File: src/rtl/fifo_drain_arbiter_pkg.sv
// fifo_drain_arbiter_pkg: flit/word widths and drain FSM state encoding shared by the arbiter files
package fifo_drain_arbiter_pkg;
  localparam int FlitWidth = 82;
  localparam int ChildrenWidth = 3;
  localparam int ValidBitPos = FlitWidth - 1;
  localparam int WordWidth = FlitWidth + ChildrenWidth;
  typedef enum logic [1:0] {
    IDLE  = 2'd0,
    FETCH = 2'd1,
    HOLD  = 2'd2
  } state_t;
endpackage

File: src/rtl/fifo_drain_arbiter_rr_pick.sv
// fifo_drain_arbiter_rr_pick: first set req bit searching upward from ptr with wrap; ports req/ptr in, found/sel out
module fifo_drain_arbiter_rr_pick #(
  parameter int N = 4,
  parameter int LG = 2
) (
  input  logic [N-1:0]  req,
  input  logic [LG-1:0] ptr,
  output logic          found,
  output logic [LG-1:0] sel
);
  always_comb begin
    found = |req;
    sel = '0;
    for (int i = N - 1; i >= 0; i--) begin
      if (req[(int'(ptr) + i) % N]) sel = LG'((int'(ptr) + i) % N);
    end
  end
endmodule

File: src/rtl/fifo_drain_arbiter.sv
// fifo_drain_arbiter: round-robin drain of NumPorts 1-cycle-read FIFOs onto one valid/ready channel; ports clk, rst, fifo_empty/fifo_data in, fifo_rd_en out, out_data/out_port/out_valid out, out_ready in, busy out
module fifo_drain_arbiter
  import fifo_drain_arbiter_pkg::*;
#(
  parameter int NumPorts = 4,
  parameter int lg_numports = 2,
  parameter int FlitWidth = fifo_drain_arbiter_pkg::FlitWidth,
  parameter int ChildrenWidth = fifo_drain_arbiter_pkg::ChildrenWidth,
  parameter int WordWidth = FlitWidth + ChildrenWidth
) (
  input  logic                          clk,
  input  logic                          rst,
  input  logic [NumPorts-1:0]           fifo_empty,
  input  logic [NumPorts*WordWidth-1:0] fifo_data,
  output logic [NumPorts-1:0]           fifo_rd_en,
  output logic [WordWidth-1:0]          out_data,
  output logic [lg_numports-1:0]        out_port,
  output logic                          out_valid,
  input  logic                          out_ready,
  output logic                          busy
);
  state_t state, state_nxt;
  logic [lg_numports-1:0] grant, rr_ptr, sel;
  logic found, issue;
  logic [WordWidth-1:0] word;
  fifo_drain_arbiter_rr_pick #(.N(NumPorts), .LG(lg_numports)) u_pick (
    .req(~fifo_empty),
    .ptr(rr_ptr),
    .found(found),
    .sel(sel)
  );
  assign word = fifo_data[int'(grant)*WordWidth +: WordWidth];
  assign busy = state != IDLE;
  always_comb begin
    issue = !rst && found && (state == IDLE || (state == HOLD && out_ready));
    fifo_rd_en = issue ? NumPorts'(1) << sel : '0;
    state_nxt = issue ? FETCH
              : state == FETCH ? (word[FlitWidth-1] ? HOLD : IDLE)
              : (state == HOLD && out_ready) ? IDLE
              : state;
  end
  always_ff @(posedge clk or posedge rst) begin
    if (rst) begin
      state <= IDLE;
      grant <= '0;
      rr_ptr <= '0;
      out_data <= '0;
      out_port <= '0;
      out_valid <= 1'b0;
    end else begin
      state <= state_nxt;
      if (issue) grant <= sel;
      if (state == FETCH) begin
        rr_ptr <= (int'(grant) == NumPorts - 1) ? '0 : grant + 1'b1;
        if (word[FlitWidth-1]) begin
          out_data <= word;
          out_port <= grant;
          out_valid <= 1'b1;
        end
      end
      if (state == HOLD && out_ready) out_valid <= 1'b0;
    end
  end
endmodule

File: config.mk
export PLATFORM = sky130hd
export DESIGN_NAME = fifo_drain_arbiter
export DESIGN_NICKNAME = d
export VERILOG_FILES = /design/src/rtl/fifo_drain_arbiter_pkg.sv /design/src/rtl/fifo_drain_arbiter_rr_pick.sv /design/src/rtl/fifo_drain_arbiter.sv
export SDC_FILE = /design/constraint.sdc
export NUM_CORES = 1
export LEC_CHECK = 0
export CELL_PAD_IN_SITES_DETAIL_PLACEMENT = 1
export CELL_PAD_IN_SITES_GLOBAL_PLACEMENT = 2
export CORE_MARGIN = 2
export CORE_UTILIZATION = 20
export DETAILED_ROUTE_END_ITERATION = 8
export PLACE_DENSITY = 0.83
export SETUP_SLACK_MARGIN = 0.05
export SKIP_LAST_GASP = 1
export SLEW_MARGIN = 40
export SYNTH_ARGS = -nofsm -noshare
export SYNTH_HDL_FRONTEND = slang
export SYNTH_HIERARCHICAL = 1
export SYNTH_SLANG_ARGS = --single-unit
File: constraint.sdc
create_clock -name clk -period 3.74 [get_ports clk]
set_clock_uncertainty 0.15 [all_clocks]
set_input_delay 0.374 -clock clk [delete_from_list [all_inputs] [get_ports clk]]
set_output_delay 0.374 -clock clk [all_outputs]
set_load 0.05 [all_outputs]
# After elaboration in Yosys (flattened, before gate mapping)
# Index checks and enable logic that the tools add are counted.
dict set report totals {
  reg_bits 94
  output_inout_bits 93
}
dict set report classes {
  n_addsub 4
  n_mul 1
  magnitude_cmp 4
  eq_ne 3
  n_shift 2
  mux 24
  bitwise 4
  n_reduce_logical 16
}
# op n
set ops {}
lappend ops {{$shiftx 340x10->85} 1}
lappend ops {{$mux 2} 9}
lappend ops {{$lt 3x4->1 const B} 3}
lappend ops {{$mux 1} 10}
lappend ops {{$mul 2x7->9 const B} 1}
lappend ops {{$bmux 1 s2} 4}
lappend ops {{$reduce_bool 2->1} 3}
lappend ops {{$reduce_or 2->1} 3}
lappend ops {{$add 2x1->2 const B} 2}
lappend ops {{$add 2x2->2 const B} 2}
lappend ops {{$eq 2x1->1 const B} 2}
lappend ops {{$mux 4} 1}
lappend ops {{$not 4->4} 1}
lappend ops {{$reduce_and 2->1} 2}
lappend ops {{$reduce_or 4->1} 1}
lappend ops {{$shl 1x2->4 const A} 1}
lappend ops {{$and 1x1->1 const A} 3}
lappend ops {{$logic_and 1x1->1} 3}
lappend ops {{$lt 2x3->1 const B} 1}
lappend ops {{$reduce_bool 3->1} 1}
lappend ops {{$eq 2x2->1 const B} 1}
lappend ops {{$logic_not 2->1} 1}
lappend ops {{$logic_not 1->1} 1}
lappend ops {{$logic_or 1x1->1} 1}

# Longest topological paths before layout
# Gate-level depths: netlist of run 1.
dict set report depth {
  word_depth 12
  mapped_depth 6
  mapped_depth_nobuf 6
}

# By module
# Netlist of run 1, hierarchy kept.
# mod instances cells_each area_per_inst_um2 seq_area_each_um2
set by_module_without_submodules {}
lappend by_module_without_submodules {fifo_drain_arbiter 1 328 5709.2 2352.3}
lappend by_module_without_submodules {fifo_drain_arbiter_rr_pick 1 13 77.6 0.0}

# Worst setup path after synthesis of run 1
# Ideal clock, no wire load.
dict set report synth_timing {
  path_type {input-to-output}
  from {in fifo_empty[3]}
  to {out fifo_rd_en[2]}
  arrival_ns 2.142
  required_time_ns 3.216
  setup_slack_ns 1.074
  cell_stages 6
  n_path_buf 0
  cell_sequence {inv_1 -> nor2_1 -> nand2_1 -> nor3b_1 -> o21ai_1 -> nor3b_1}
}
# element line
set synth_rtl {}
lappend synth_rtl {{start: declaration} fifo_drain_arbiter.sv:13} ;# input logic [NumPorts-1:0] fifo_empty,
lappend synth_rtl {{$not 4->4} fifo_drain_arbiter.sv:27} ;# .req(~fifo_empty),
lappend synth_rtl {{$reduce_or 4->1} fifo_drain_arbiter_rr_pick.sv:12} ;# found = |req;
lappend synth_rtl {{via found} fifo_drain_arbiter.sv:24} ;# logic found, issue;
lappend synth_rtl {{$logic_and 1x1->1 (2 in a row)} fifo_drain_arbiter.sv:35} ;# issue = !rst && found && (state == IDLE || (state == HOLD && out_ready));
lappend synth_rtl {{$mux 4} fifo_drain_arbiter.sv:36} ;# fifo_rd_en = issue ? NumPorts'(1) << sel : '0;
lappend synth_rtl {{end: declaration} fifo_drain_arbiter.sv:15} ;# output logic [NumPorts-1:0] fifo_rd_en,
# The timed path passes the listed nets, and every way through them passes these cells. The select of a mux whose other input is x is not followed.

# Final worst setup path of run 1
dict set report layout_timing {
  from {in fifo_empty[3]}
  to {out fifo_rd_en[1]}
}
# The elaborated chain is that of the path after synthesis.

==> results of run 1 <==
-- stage by stage --
stage	cells	area, um^2	utilization [%]	hold WS, ns	setup slack (ns)
3_5_place_dp	1143	10600	37.0	0.312	0.560
5_1_grt	1160	10900	38.1	0.339	0.363
3_3_place_gp	1143	10600	37.0	0.302	0.578
2_1_floorplan	341	5790	-	0.354	0.767
4_1_cts	1159	10900	38.1	0.328	0.531
6_report	1160	10900	38.1	0.328	0.581
-- cell usage in the layout (no fill, tap or decap), drive strengths merged --
| cell type | netlist | final |
|---|---|---|
| o31ai | 1 | 1 |
| or2 | 2 | 2 |
| clkinvlp | 0 | 1 |
| nand2 | 6 | 6 |
| mux4 | 84 | 84 |
| nor3b | 4 | 4 |
| ha | 1 | 1 |
| diode | 0 | 1 |
| clkdlybuf4s50 | 0 | 438 |
| a21o | 1 | 1 |
| clkinv | 0 | 2 |
| inv | 6 | 6 |
| bufinv | 0 | 1 |
| nor3 | 1 | 1 |
| a211oi | 2 | 2 |
| nand3b | 2 | 2 |
| nor2 | 4 | 4 |
| dfrtp | 94 | 94 |
| a21oi | 1 | 1 |
| o21ai | 4 | 4 |
| mux2 | 88 | 88 |
| or3b | 1 | 1 |
| mux2i | 3 | 3 |
| buf | 22 | 9 |
| clkbuf | 7 | 12 |
| nand2b | 4 | 4 |
| o22ai | 1 | 1 |
| a31o | 1 | 1 |
| o2111a | 1 | 1 |
-- sequential cells by signal, indices dropped and copies added (netlist names) --
| signal | count |
|---|---|
| out_valid | 1 |
| out_port | 2 |
| rr_ptr | 2 |
| grant | 2 |
| state | 2 |
| out_data | 85 |
-- path summary, 6_finish.rpt --
path / depth (start not counted) / endpoint / slack (ns)
max in group asynchronous: 3 / out_data[11]$_DFFE_PP0P_ / 2.36
setup reg to reg: 3 / out_data[7]$_DFFE_PP0P_ / 1.15
hold reg to reg: 1 / out_data[81]$_DFFE_PP0P_ / 0.33
setup / recovery: 8 / fifo_rd_en[1] / 0.58
min in group asynchronous: 2 / out_data[54]$_DFFE_PP0P_ / 0.34
hold / removal: 1 / out_data[81]$_DFFE_PP0P_ / 0.33
-- worst max-delay path, delay by kind of cell --
family | cells | cell delay [ns]
AOI/OAI and AO/OA | 1 | 0.22
buffers and inverters | 3 | 1.36
and+or+nand+nor | 4 | 0.67
-- power breakdown --
part           total (W)  leakage (nW)  switching, W  internal, W
Clock           0.000979         0.149      0.000420     0.000559
Sequential       0.00111          1.15     0.0000374      0.00108
Combinational   0.000970          2.73      0.000402     0.000568
-- routing by layer --
metal,wire length [um],GRT usage [%],vias to the layer above,part of all wire [%]
met4,520,4.87,0,2.2
met5,0,0,-,0
met3,2060,5.23,25,8.7
li1,-,-,2236,-
met1,8810,17.7,2573,37
met2,12300,27.9,267,52
-- final cells by class --
type	count	share of cell area [%]
flip-flops and latches	94	21.6
repair buffers	447	41.3
diodes	1	0.0229
well taps	384	4.40
clock buffers	12	2.35
multi-input cells	212	29.6
inverters	6	0.229
clock inverters	4	0.505
-- kinds of logic (layout without fill, tap and decap cells) --
kind of cell               Yosys count  after routing  share of synthesized area [%]
and+or+nand+nor                     24             24                           2.36
adders and majority gates            1              1                          0.216
buffers and inverters               35            469                           3.55
AOI/OAI and AO/OA                   12             12                           1.73
other                                0              1                              0
DFF                                 94             94                           40.6
muxes                              175            175                           51.5
==> results list, run 1 <==
- Outcome: finished, final reports clean
- After detailed routing, the number of vias per cell comes to 4.40.
* Pwr dens: 281 nW/um^2
- The synthesized design contains 94 register bits.
- Most frequently used flop master after synthesis: dfrtp_1
- No sink is reached through more buffers than the 2 on the longest clock path.
* Fraction of final layout cells with drive strength greater than 1: 25.4%
- PortBufs: 439
- The via count of the first global-routing pass came to 5826.
* Most instantiated cells after synthesis: dfrtp_1, mux4_2, mux2_2, mux2_4, buf_2
* TritonCTS clock tree: done
- Global routing consumed, over all layers together, 15.6% of the routing resources.
- Area of the multi-input gates: 3230 um^2
- Leakage power total: 4.02 nW
- Number of buffers inserted to repair setup after CTS: 0
* Startpoint of the lowest-slack hold path: out_data[81]$_DFFE_PP0P_
- At the pin with the least slew margin, the transition time is 0.861 ns.
* Critical Path AT: 2.63 ns
- For this design, the CTS-stage hold fixing added 0 buffers.
- Count of cells resized by post-cts repair: 0
* Worst-Skew Late Latency: 0.35 ns
- Count of H-tree levels built during CTS: 3
* Fill cell total of the finished layout: 2993
- Summed over all layers, the global routing overflow is 0.
* Launch point of the critical path: fifo_empty[3]
- Setup violations remaining at the end of the flow were counted as 0.
* Library cell with the largest summed area after synthesis: dfrtp_1
- STA classifies the critical path startpoint as an input pin.
* Unrepaired setup endpoints after global routing: no
- Total via count after detailed routing: 5101
* Count of final hold-check violations: 0
- In the post-synthesis netlist, the cell with the most instances is dfrtp_1.
- After clock tree synthesis, the clock-pin slew on the worst setup and hold paths is 0.06 ns.
- The detail route stage leaves a number of antenna-violating nets equal to 0.
- Synthesized instance count: 341
- Summed over its instances, the top area cell type makes up 40.6% of the synthesized netlist area.
* Number of nets in the final layout: 1118
- Clock tree synthesis selected as its root buffer the cell clkbuf_16.
* Number of different library cells in the post-synthesis netlist: 32
- The congestion estimate from routability-driven global placement came to 0.839.
* Core outline area: 28600 um^2
* Number of synthesized flops with an enable pin: 0
- The worst register-to-register path begins at grant[0]$_DFFE_PP0P_.
* Wirelength, routed: 23700 um
- Final period utilization: 84.5%
- The slowest stage of the critical path belongs to the cell clkdlybuf4s50_1.
* Initial cell density of the core: 20.2%
- Cell breakdown of the critical path: clkdlybuf4s50_1 -> inv_1 -> nor2_1 -> nand2_1 -> nor3b_1 -> o21ai_1 -> nor3b_1 -> clkdlybuf4s50_1
* Power Total: 0.00306 W
- Detailed placement ended at an HPWL of 19300 um.
* Count of standard-cell rows: 62
- Entering global routing, the biggest net connects 59 pins.
- Largest fanout of any net on the critical path: 6
- Layout-stage area growth over the synthesis result: 88.5%
- For this run, design rule violations remaining after detail routing come to 0.
- Worst slew margin relative to its limit: 42.6%
* Shortest period the worst path allows: 3.16 ns
* First-pass iteration count of the detailed router: 4
- Crit path capture type: output pin
* Setup Crit Path Kind: in -> out
- The first global-routing pass estimated 36000 um of wire.
- Highest clock frequency the design can meet: 317 MHz
* Ports: 440
- For this run, the slowest stage of the critical path takes 0.85 ns.
- Initial antenna violation count: 1
* Die extent in y: 174 um
* Maxcap violations: 0
- In this run the worst hold path is classified as reg -> reg.
- Largest cells by area after synthesis: dfrtp_1, mux4_2, mux2_2, mux2_4, mux2_1
- Setup total negative slack on the finished layout was measured at 0 ns.
* Cell Area, Synth: 5790 um^2
- Net Count, Synth: 689
- During synthesis, Yosys emitted a total of 6 warnings.
* Fraction of registers with async set or reset after synthesis: 100%
- Overall die width: 174 um
- Data on the critical path is required at its endpoint by 3.22 ns.
- Die footprint: 30300 um^2
- Maximum vdd ir drop: 0.156 mV
- Final-report max-slew violation count: 0
* Sequential cell area: 2360 um^2
- Of the synthesized area, sequential elements account for 40.6%.
* Avg Cell Area, Syn: 17.0 um^2
* Detailed-route wire length per cell: 20.4 um
* TritonCTS Sinks: 94
- In this run, the number of DRC markers left after iteration 0 of detailed routing was 137.
* Number of buffers inserted during clock tree synthesis: 9
Power figures use the tool's default switching activity.
==> run 2, diff against run 1 <==
==> constraint.sdc (replaced) <==
create_clock -name clk -period 3.3 [get_ports clk]
set_clock_uncertainty 0.15 [all_clocks]
set_input_delay 0.33 -clock clk [delete_from_list [all_inputs] [get_ports clk]]
set_output_delay 0.33 -clock clk [all_outputs]
set_load 0.05 [all_outputs]
==> results list, run 2 (synthesis results as in run 1) <==
- The total clock buffers created by CTS is 9 (unchanged).
- The worst setup path startpoint was fifo_empty[1] (was fifo_empty[3]).
- The pin count of the biggest net entering global routing is 52 (was 59).
- The reported max-cap violation count was 0 (unchanged).
- The kind of critical path is in -> out (unchanged).
- The final max-slew violation count is 0 (unchanged).
- Critical Path AT: 2.03 ns (was 2.63 ns)
- Largest fanout of any net on the critical path: 5 (was 6)
- The effective utilization at floorplan came to 20.2% (unchanged).
- Cell area reported after detailed placement: 10600 um^2 (about the same)
- The fill cell total of the finished layout came to 3017 (was 2993).
- Core outline area: 28600 um^2 (unchanged)
- Total via count after detailed routing: 5112 (was 5101)
* Iteration-0 DRC Markers: 149 (was 137)
- Startpoint of the lowest-slack hold path: out_data[81]$_DFFE_PP0P_ (unchanged)
* Setup TNS Final: 0 ns (unchanged)
* Commonest cells after routing, fill and taps aside: clkdlybuf4s50_1, dfrtp_1, mux4_2 (unchanged)
* Count of cells resized by post-cts repair: 0 (unchanged)
- The critical path required time is 2.82 ns (was 3.22 ns).
- Routability congestion estimate: 0.829 (was 0.839)
- The final layout net count is 1121 (was 1118).
- The transition time at the pin with the least slew margin came to 0.720 ns (was 0.861 ns).
* Worst R2R Start: grant[0]$_DFFE_PP0P_ (unchanged)
- Wirelength, routed: 24100 um (was 23700 um)
- Layout-stage area growth over the synthesis result: 88.8% (was 88.5%)
* Wire length of the first global-routing pass: 36600 um (was 36000 um)
- The count of final hold-check violations came to 0 (unchanged).
- The via count of the first global-routing pass came to 5956 (was 5826).
* Crit path capture type: output pin (unchanged)
- Power Total: 0.00346 W (was 0.00306 W)
* Path type of the worst min-delay path: reg -> reg (unchanged)
- The number of buffers on the longest clock path came to 2 (unchanged).
- Pwr dens: 316 nW/um^2 (was 281 nW/um^2)
* Number of buffers inserted by hold repair at cts: 0 (unchanged)
- Max FFs per register: 85 (unchanged)
- The number of detailed-routing iterations run before antenna repair came to 4 (unchanged).
- Clock input transition at the sequential cells of the worst setup and hold paths: 0.06 ns (about the same)
* Final period utilization: 76.2%
- Counting I/O delays and the setup requirement, the final critical path takes 2.51 ns.
* Worst-Skew Late Latency: 0.36 ns (was 0.35 ns)
- Routed via count divided by cell count: 4.40 (about the same)
- Worst slew margin relative to its limit: 52.0% (was 42.6%)
* Final setup violation count: 0 (unchanged)
- Outcome: finished, final reports clean (unchanged).
* Overall die width: 174 um (unchanged)
- Die footprint: 30300 um^2 (unchanged)
- The count of unresolved DRC violations after routing is 0 (unchanged).
- Fraction of final layout cells with drive strength greater than 1: 26.0% (was 25.4%)
* Clock Root Buffer: clkbuf_16 (unchanged)
- The residual antenna-violating net count after detailed routing was 0 (unchanged).
* Post-route cell area: 10900 um^2 (about the same)
- The worst vdd rail ir drop was 0.259 mV (was 0.156 mV).
* TritonCTS Sinks: 94 (unchanged)
- Initial antenna violation count: 1 (unchanged)
- Ports: 440 (unchanged)
- The H-tree level count came to 3 (unchanged).
- Critical path launch point type: input pin (unchanged)
* Unrepaired setup endpoints after global routing: no (unchanged)
* PortBufs: 439 (unchanged)
- Number of buffers inserted to repair setup after CTS: 0 (unchanged)
* Gr ovfl total: 0 (unchanged)
- Top register by number of flip-flops: out_data (unchanged)
- Based on the critical path, the design can be clocked at up to 398 MHz.
- The die span in y is 174 um (unchanged).
- Most common library cell in the layout ignoring fill and taps: clkdlybuf4s50_1 (unchanged)
- The total number of placement rows came to 62 (unchanged).
- DPL Wire Length: 19500 um (was 19300 um)
- The total routing resource utilization after global routing came to 16.0% (was 15.6%).
* Detailed-route wire length per cell: 20.7 um (was 20.4 um)
* TritonCTS clock tree: done (unchanged)
- Leakage power total: 4.05 nW (was 4.02 nW)
-- run 2: cell types whose count changed in the layout (fill, tap and decap cells not counted) --
| cell | change |
|---|---|
| buf_12 | +1 |
| clkdlybuf4s50_1 | -3 |
| buf_4 | +5 |
| clkbuf_8 | -2 |
| clkbuf_1 | +1 |
| inv_6 | +1 |
| clkinvlp_4 | -1 |
| inv_8 | +1 |
-- run 2: report_power, final --
part	total [W]	internal (W)	switching [W]	leakage [nW]
registers	0.00126	0.00122	0.0000391	1.15
clock network	0.00109	0.000600	0.000489	0.146
logic	0.00111	0.000646	0.000463	2.75
total	0.00346	0.00247	0.000991	4.05
-- run 2: cell type report --
type	instances	area (um^2)	share of cell area [%]
Sequential cell	94	2360	21.6
Antenna cell	1	2.50	0.0229
Multi-Input combinational cell	212	3230	29.6
Clock inverter	5	67.6	0.618
Tap cell	384	480	4.40
Inverter	6	25.0	0.229
Timing Repair Buffer	450	4530	41.5
Clock buffer	11	233	2.13
-- run 2: worst paths after layout --
kind                                            end  slack (ns)  depth (start not counted)
max                                   fifo_rd_en[3]        0.79                          7
min                        out_data[81]$_DFFE_PP0P_        0.32                          1
max reg2reg                out_data[75]$_DFFE_PP0P_        0.91                          4
min reg2reg                out_data[81]$_DFFE_PP0P_        0.32                          1
max in group asynchronous  out_data[54]$_DFFE_PP0P_        2.01                          3
min in group asynchronous      grant[1]$_DFFE_PP0P_        0.33                          2
-- run 2: stage by stage --
stage                     cells  utilization [%]  hold WS [ns]  setup WS (ns)
after floorplan             341                -         0.354          0.371
after global placement     1146             37.1         0.303          0.777
after detailed placement   1146             37.1         0.305          0.743
after CTS                  1162             38.2         0.322          0.733
after global routing       1163             38.2         0.334          0.647
final                      1163             38.2         0.319          0.786
-- run 2: routing by layer --
layer  part of all wire [%]  GRT usage (%)
met5                      0              0
met4                    2.3           5.15
met3                    7.7           4.31
met2                     52           29.0
met1                     38           18.1
-- run 2: worst max-delay path, stage by stage --
cell and delay (ns):
clkdlybuf4s50_1 0.46, inv_1 0.06, nor3b_1 0.19, a211oi_1 0.07, nor2_1 0.41, o2111a_1 0.28
buf_4 0.21
==> RTL edit 1: new RTL, settings of run 2 <==
Set the parameter `NumPorts` to 2 (it was 4).
--- a/src/rtl/fifo_drain_arbiter.sv
+++ b/src/rtl/fifo_drain_arbiter.sv
@@ -2,7 +2,7 @@
 module fifo_drain_arbiter
   import fifo_drain_arbiter_pkg::*;
 #(
-  parameter int NumPorts = 4,
+  parameter int NumPorts = 2,
   parameter int lg_numports = 2,
   parameter int FlitWidth = fifo_drain_arbiter_pkg::FlitWidth,
   parameter int ChildrenWidth = fifo_drain_arbiter_pkg::ChildrenWidth,
Ports: changed (resized fifo_data, fifo_empty and fifo_rd_en); port bits go from 440 to 266. The function was not compared with the original's and may differ.
==> RTL edit 1 against run 2 <==
- design area fell by 29%
- sequential share of layout area rose by 8.4 points
- count of clock-buffer cells in the layout fell by 2
- worst hold slack improved by 5.2 ps
- synthesized area fell by 22%
- sequential cell count fell by 1
- core utilization fell by 3.5 points
- register-to-register slack improved by 300 ps
- setup slack got worse by 280 ps
- critical path depth fell by 1
- via count fell by 30%
- wire length fell by 43%
- critical endpoint is now fifo_rd_en[1]
- largest cell class unchanged
Power is left out: it rests on default switching activity, and per cell area and clock period it moved more than threefold.
==> RTL edit 1: results (changes against run 2) <==
[cells_and_area]
drive_gt1_frac = 0.309  ; +0.0495
largest_reg_flops = 85  ; unchanged
final_net_count = 749  ; -33%
num-fill-cells = 2414  ; -20%
diodes = 0  ; -1
max_flop_register = out_data

[grt]
antenna_found_initial = 0  ; -1
grt_pass1_vias = 4025  ; -32%
grtUsageTotal = 0.114  ; -0.0455
global_route.usage.met3 = 0.0420  ; -0.00106
grt_max_degree = 89  ; +71%
grtUsageMet1 = 0.122  ; -0.0593
met2_usage = 0.206  ; -0.0846
grt_pass1_wl_um = 21400  ; -42%

[timing]
hold-worst-slack_ps = 324  ; +5.17 ps
worstMarginPinSlew_ps = 674  ; -45.7 ps

[worst_setup_path]
slowest_delay_ps = 840  ; +380 ps
cp_top_family = buffers and inverters
worst_path_max_delay_cell = clkdlybuf4s50_1
cp_data_arrival_time_ps = 2320  ; +290 ps
r2r_cells = 4  ; unchanged
crit_fanout = 5  ; unchanged
r2r_setup_slack_ps = 1210  ; +300 ps
r2r-start = state[1]
reg2reg_to = out_data[71]

[detailed_routing]
dr.pass1.iters = 4  ; unchanged
wl_um = 13900  ; -43%
vias_per_cell = 4.13  ; -6.1%
drt_iter0_drc = 117  ; -21%

[outcome]
status = finished, final reports clean

[yosys]
yosysWarnings = 6  ; unchanged
syn_nets = 489  ; -29%

[place]
port_buffers = 265  ; -40%
gp_congestion = 0.720  ; -13%
detailed_place_hpwl_um = 10700  ; -45%

[clock_tree]
cts_resized = 0  ; unchanged
h-tree-depth = 3  ; unchanged
clk_root_buffer_cell = clkbuf_16
insertion_delay_ps = 340  ; -20 ps
cts_made_buffers = 9  ; unchanged
clockBufferDepth = 2  ; unchanged
ctsHoldBuffers = 0  ; unchanged
cts_setup_buffers = 0  ; unchanged
path_clk_slew_ps = 70

[hold_path]
hp-class = input port to async pin

==> RTL edit 1: area by class of cell <==
class,instances,area [µm²],area share
timing repair buffer,269,2710,0.348
multi-input combinational,196,2080,0.268
clock buffer,9,225,0.0290
clock inverter,7,50.0,0.00644
sequential,93,2330,0.300
inverter,5,21.3,0.00274
tap,285,357,0.0459
==> RTL edit 1: metrics by stage <==
step,setup slack (ps),std cells,instance area [µm²]
floorplan,400,314,4530
global placement,567,848,7500
detailed placement,521,848,7500
CTS,508,864,7770
global route,468,864,7770
finish,504,864,7770
==> RTL edit 1: layer usage <==
metal,vias to the layer above,share of wire
met2,155,0.51
met3,21,0.089
met5,-,0
li1,1651,-
met1,1738,0.38
met4,0,0.024
==> RTL edit 1: worst register-to-register path, stage by stage, from the launching register on <==
cell and delay [ps]:
dfrtp_1 430, nand2b_1 240, nor3_4 190, buf_4 490, mux2_2 460
==> RTL edit 1: worst max-delay path by stage <==
stage                   from            end  slack [ps]  cells after the start
6_report       fifo_empty[1]  fifo_rd_en[1]         500                      6
4_1_cts        fifo_empty[1]  fifo_rd_en[1]         510                      6
2_1_floorplan            rst       grant[0]         400                      1
3_3_place_gp       out_ready  fifo_rd_en[1]         570                      5
5_1_grt        fifo_empty[1]  fifo_rd_en[1]         470                      6
3_5_place_dp   fifo_empty[1]  fifo_rd_en[1]         520                      6
==> RTL edit 2: new RTL, settings of run 2 <==
Made on the original files. Reset style: synchronous (`rst`), changed in one clocked block.
--- a/src/rtl/fifo_drain_arbiter.sv
+++ b/src/rtl/fifo_drain_arbiter.sv
@@ -39,7 +39,7 @@
               : (state == HOLD && out_ready) ? IDLE
               : state;
   end
-  always_ff @(posedge clk or posedge rst) begin
+  always_ff @(posedge clk) begin
     if (rst) begin
       state <= IDLE;
       grant <= '0;
Check against the original RTL: differs if rst is asserted again (counterexample within 4 cycles, from zero or initial values and one cycle with rst high); with rst held inactive, the same outputs for 4 cycles.
==> RTL edit 2 against run 2 <==
- total power increased by 13%
- wire length grew 0.44%
- global-route usage up 0.39 points
- largest power group is now combinational logic
- setup slack got worse by 83 ps
- count of clock-buffer cells in the layout did not move
- design area decreased by 4.5%
- sequential cell count is the same
- synthesized area fell by 5.1%
==> RTL edit 2: results (changes against run 2) <==
[detailed_routing]
drt_iter0_drc = 161  ; +8.1%
vias_per_cell = 4.55  ; +3.4%
vias = 5874  ; +15%
dr.pass1.iters = 4  ; unchanged
wl_um = 24200  ; +0.44%

[yosys]
synthTopCellsByArea = mux4_2, dfxtp_1, nand2_1
yosysUniqueCellTypes = 29  ; -9.4%
syn_nets = 886  ; +29%
synth_seq_area_share = 0.343  ; -0.0637
synthArstFlopShare = 0  ; -1.00
syn_inst = 538  ; +58%
yosysWarnings = 6  ; unchanged
synth_common_cells = nand2_1, dfxtp_1, a21oi_1
ys.flop_type = dfxtp_1

[worst_setup_path]
r2r-start = grant[0]
crit_fanout = 7  ; +2
cp_data_arrival_time_ps = 2120  ; +90 ps
reg2reg_to = out_data[15]
r2r_cells = 5  ; +1
r2r_setup_slack_ps = 1220  ; +310 ps
cp-endpoint = fifo_rd_en[2]
startpoint = fifo_empty[3]

[cells_and_area]
diodes = 0  ; -1
final_net_count = 1294  ; +15%
largest_reg_flops = 85  ; unchanged
max_flop_register = out_data
num-fill-cells = 3043  ; +0.86%
drive_gt1_frac = 0.129  ; -0.130

[pwr]
ir_worst_vdd_uv = 177  ; -32%
p_leak_uw = 0.00347  ; -14%

[grt]
grt_max_degree = 87  ; +67%
grtUsageTotal = 0.164  ; +0.00390
antenna_found_initial = 0  ; -1
grt_pass1_wl_um = 36000  ; -1.8%
grt_pass1_vias = 6412  ; +7.7%

[clock_tree]
path_clk_slew_ps = 60  ; about the same
cts_setup_buffers = 0  ; unchanged
insertion_delay_ps = 350
clockBufferDepth = 2  ; unchanged

[outcome]
status = finished, final reports clean

[timing]
relSlewSlack = 0.546  ; +0.0256
max_freq_mhz = 385  ; -3.2%

[place]
dp_slack_ps = 744  ; +0.629 ps
gp_congestion = 0.743  ; -10%
detailed_place_hpwl_um = 19500  ; -0.32%
dp_cells = 1276  ; +11%

[run]
max_cap_viol_count = 0  ; unchanged

RTL edit 2: layout make-up:
class	instances	area [µm²]	area share
clock inverters	5	58.8	0.00564
multi-input cells	390	3310	0.318
repair buffers	447	4490	0.430
inverters	4	15.0	0.00144
well taps	341	427	0.0409
flip-flops and latches	94	1890	0.181
clock buffers	11	243	0.0233
RTL edit 2: logic make-up (layout without fill, tap and decap cells):
family | Yosys count | count (layout) | synth area share
AOI/OAI and AO/OA | 96 | 96 | 0.0914
adders and majority gates | 1 | 1 | 0.00228
buffers and inverters | 54 | 467 | 0.0563
DFF | 94 | 94 | 0.343
muxes | 91 | 91 | 0.359
and+or+nand+nor | 202 | 202 | 0.148
RTL edit 2: worst min path at each step:
stage / from / endpoint / slack, ps / depth (start not counted)
2_1_floorplan: state[0] / state[0] / 350 / 2
3_3_place_gp: out_data[78] / out_data[78] / 290 / 2
3_5_place_dp: out_data[26] / out_data[26] / 300 / 2
4_1_cts: out_data[26] / out_data[26] / 300 / 2
5_1_grt: out_data[26] / out_data[26] / 320 / 2
6_report: out_data[69] / out_data[69] / 300 / 2
RTL edit 2: routing by layer:
layer / track usage / wire length (µm) / up-vias
met3: 0.0525 / 2160 / 21
met4: 0.0539 / 448 / 2
met1: 0.173 / 8830 / 2825
met2: 0.305 / 12700 / 263
li1: - / - / 2763
met5: 0 / 73 / -
RTL edit 2: worst max-delay path, stage by stage:
cell and delay, ps:
clkdlybuf4s50_1 390, inv_1 110, nor2_1 80, nand2_1 50, or3b_2 540, nor4b_1 330
buf_4 270
RTL edit 2: per-stage QoR:
step | utilization | cell area [µm²]
2_1_floorplan | - | 5490
3_3_place_gp | 0.376 | 10100
3_5_place_dp | 0.376 | 10100
4_1_cts | 0.387 | 10400
5_1_grt | 0.387 | 10400
6_report | 0.387 | 10400
RTL edit 2: power by group:
group	internal (µW)	switching, µW	leakage (µW)	total (µW)
clock	609	464	0.000142	1070
sequential	1220	54.1	0.000767	1280
combinational	807	736	0.00257	1540
total	2640	1250	0.00347	3890
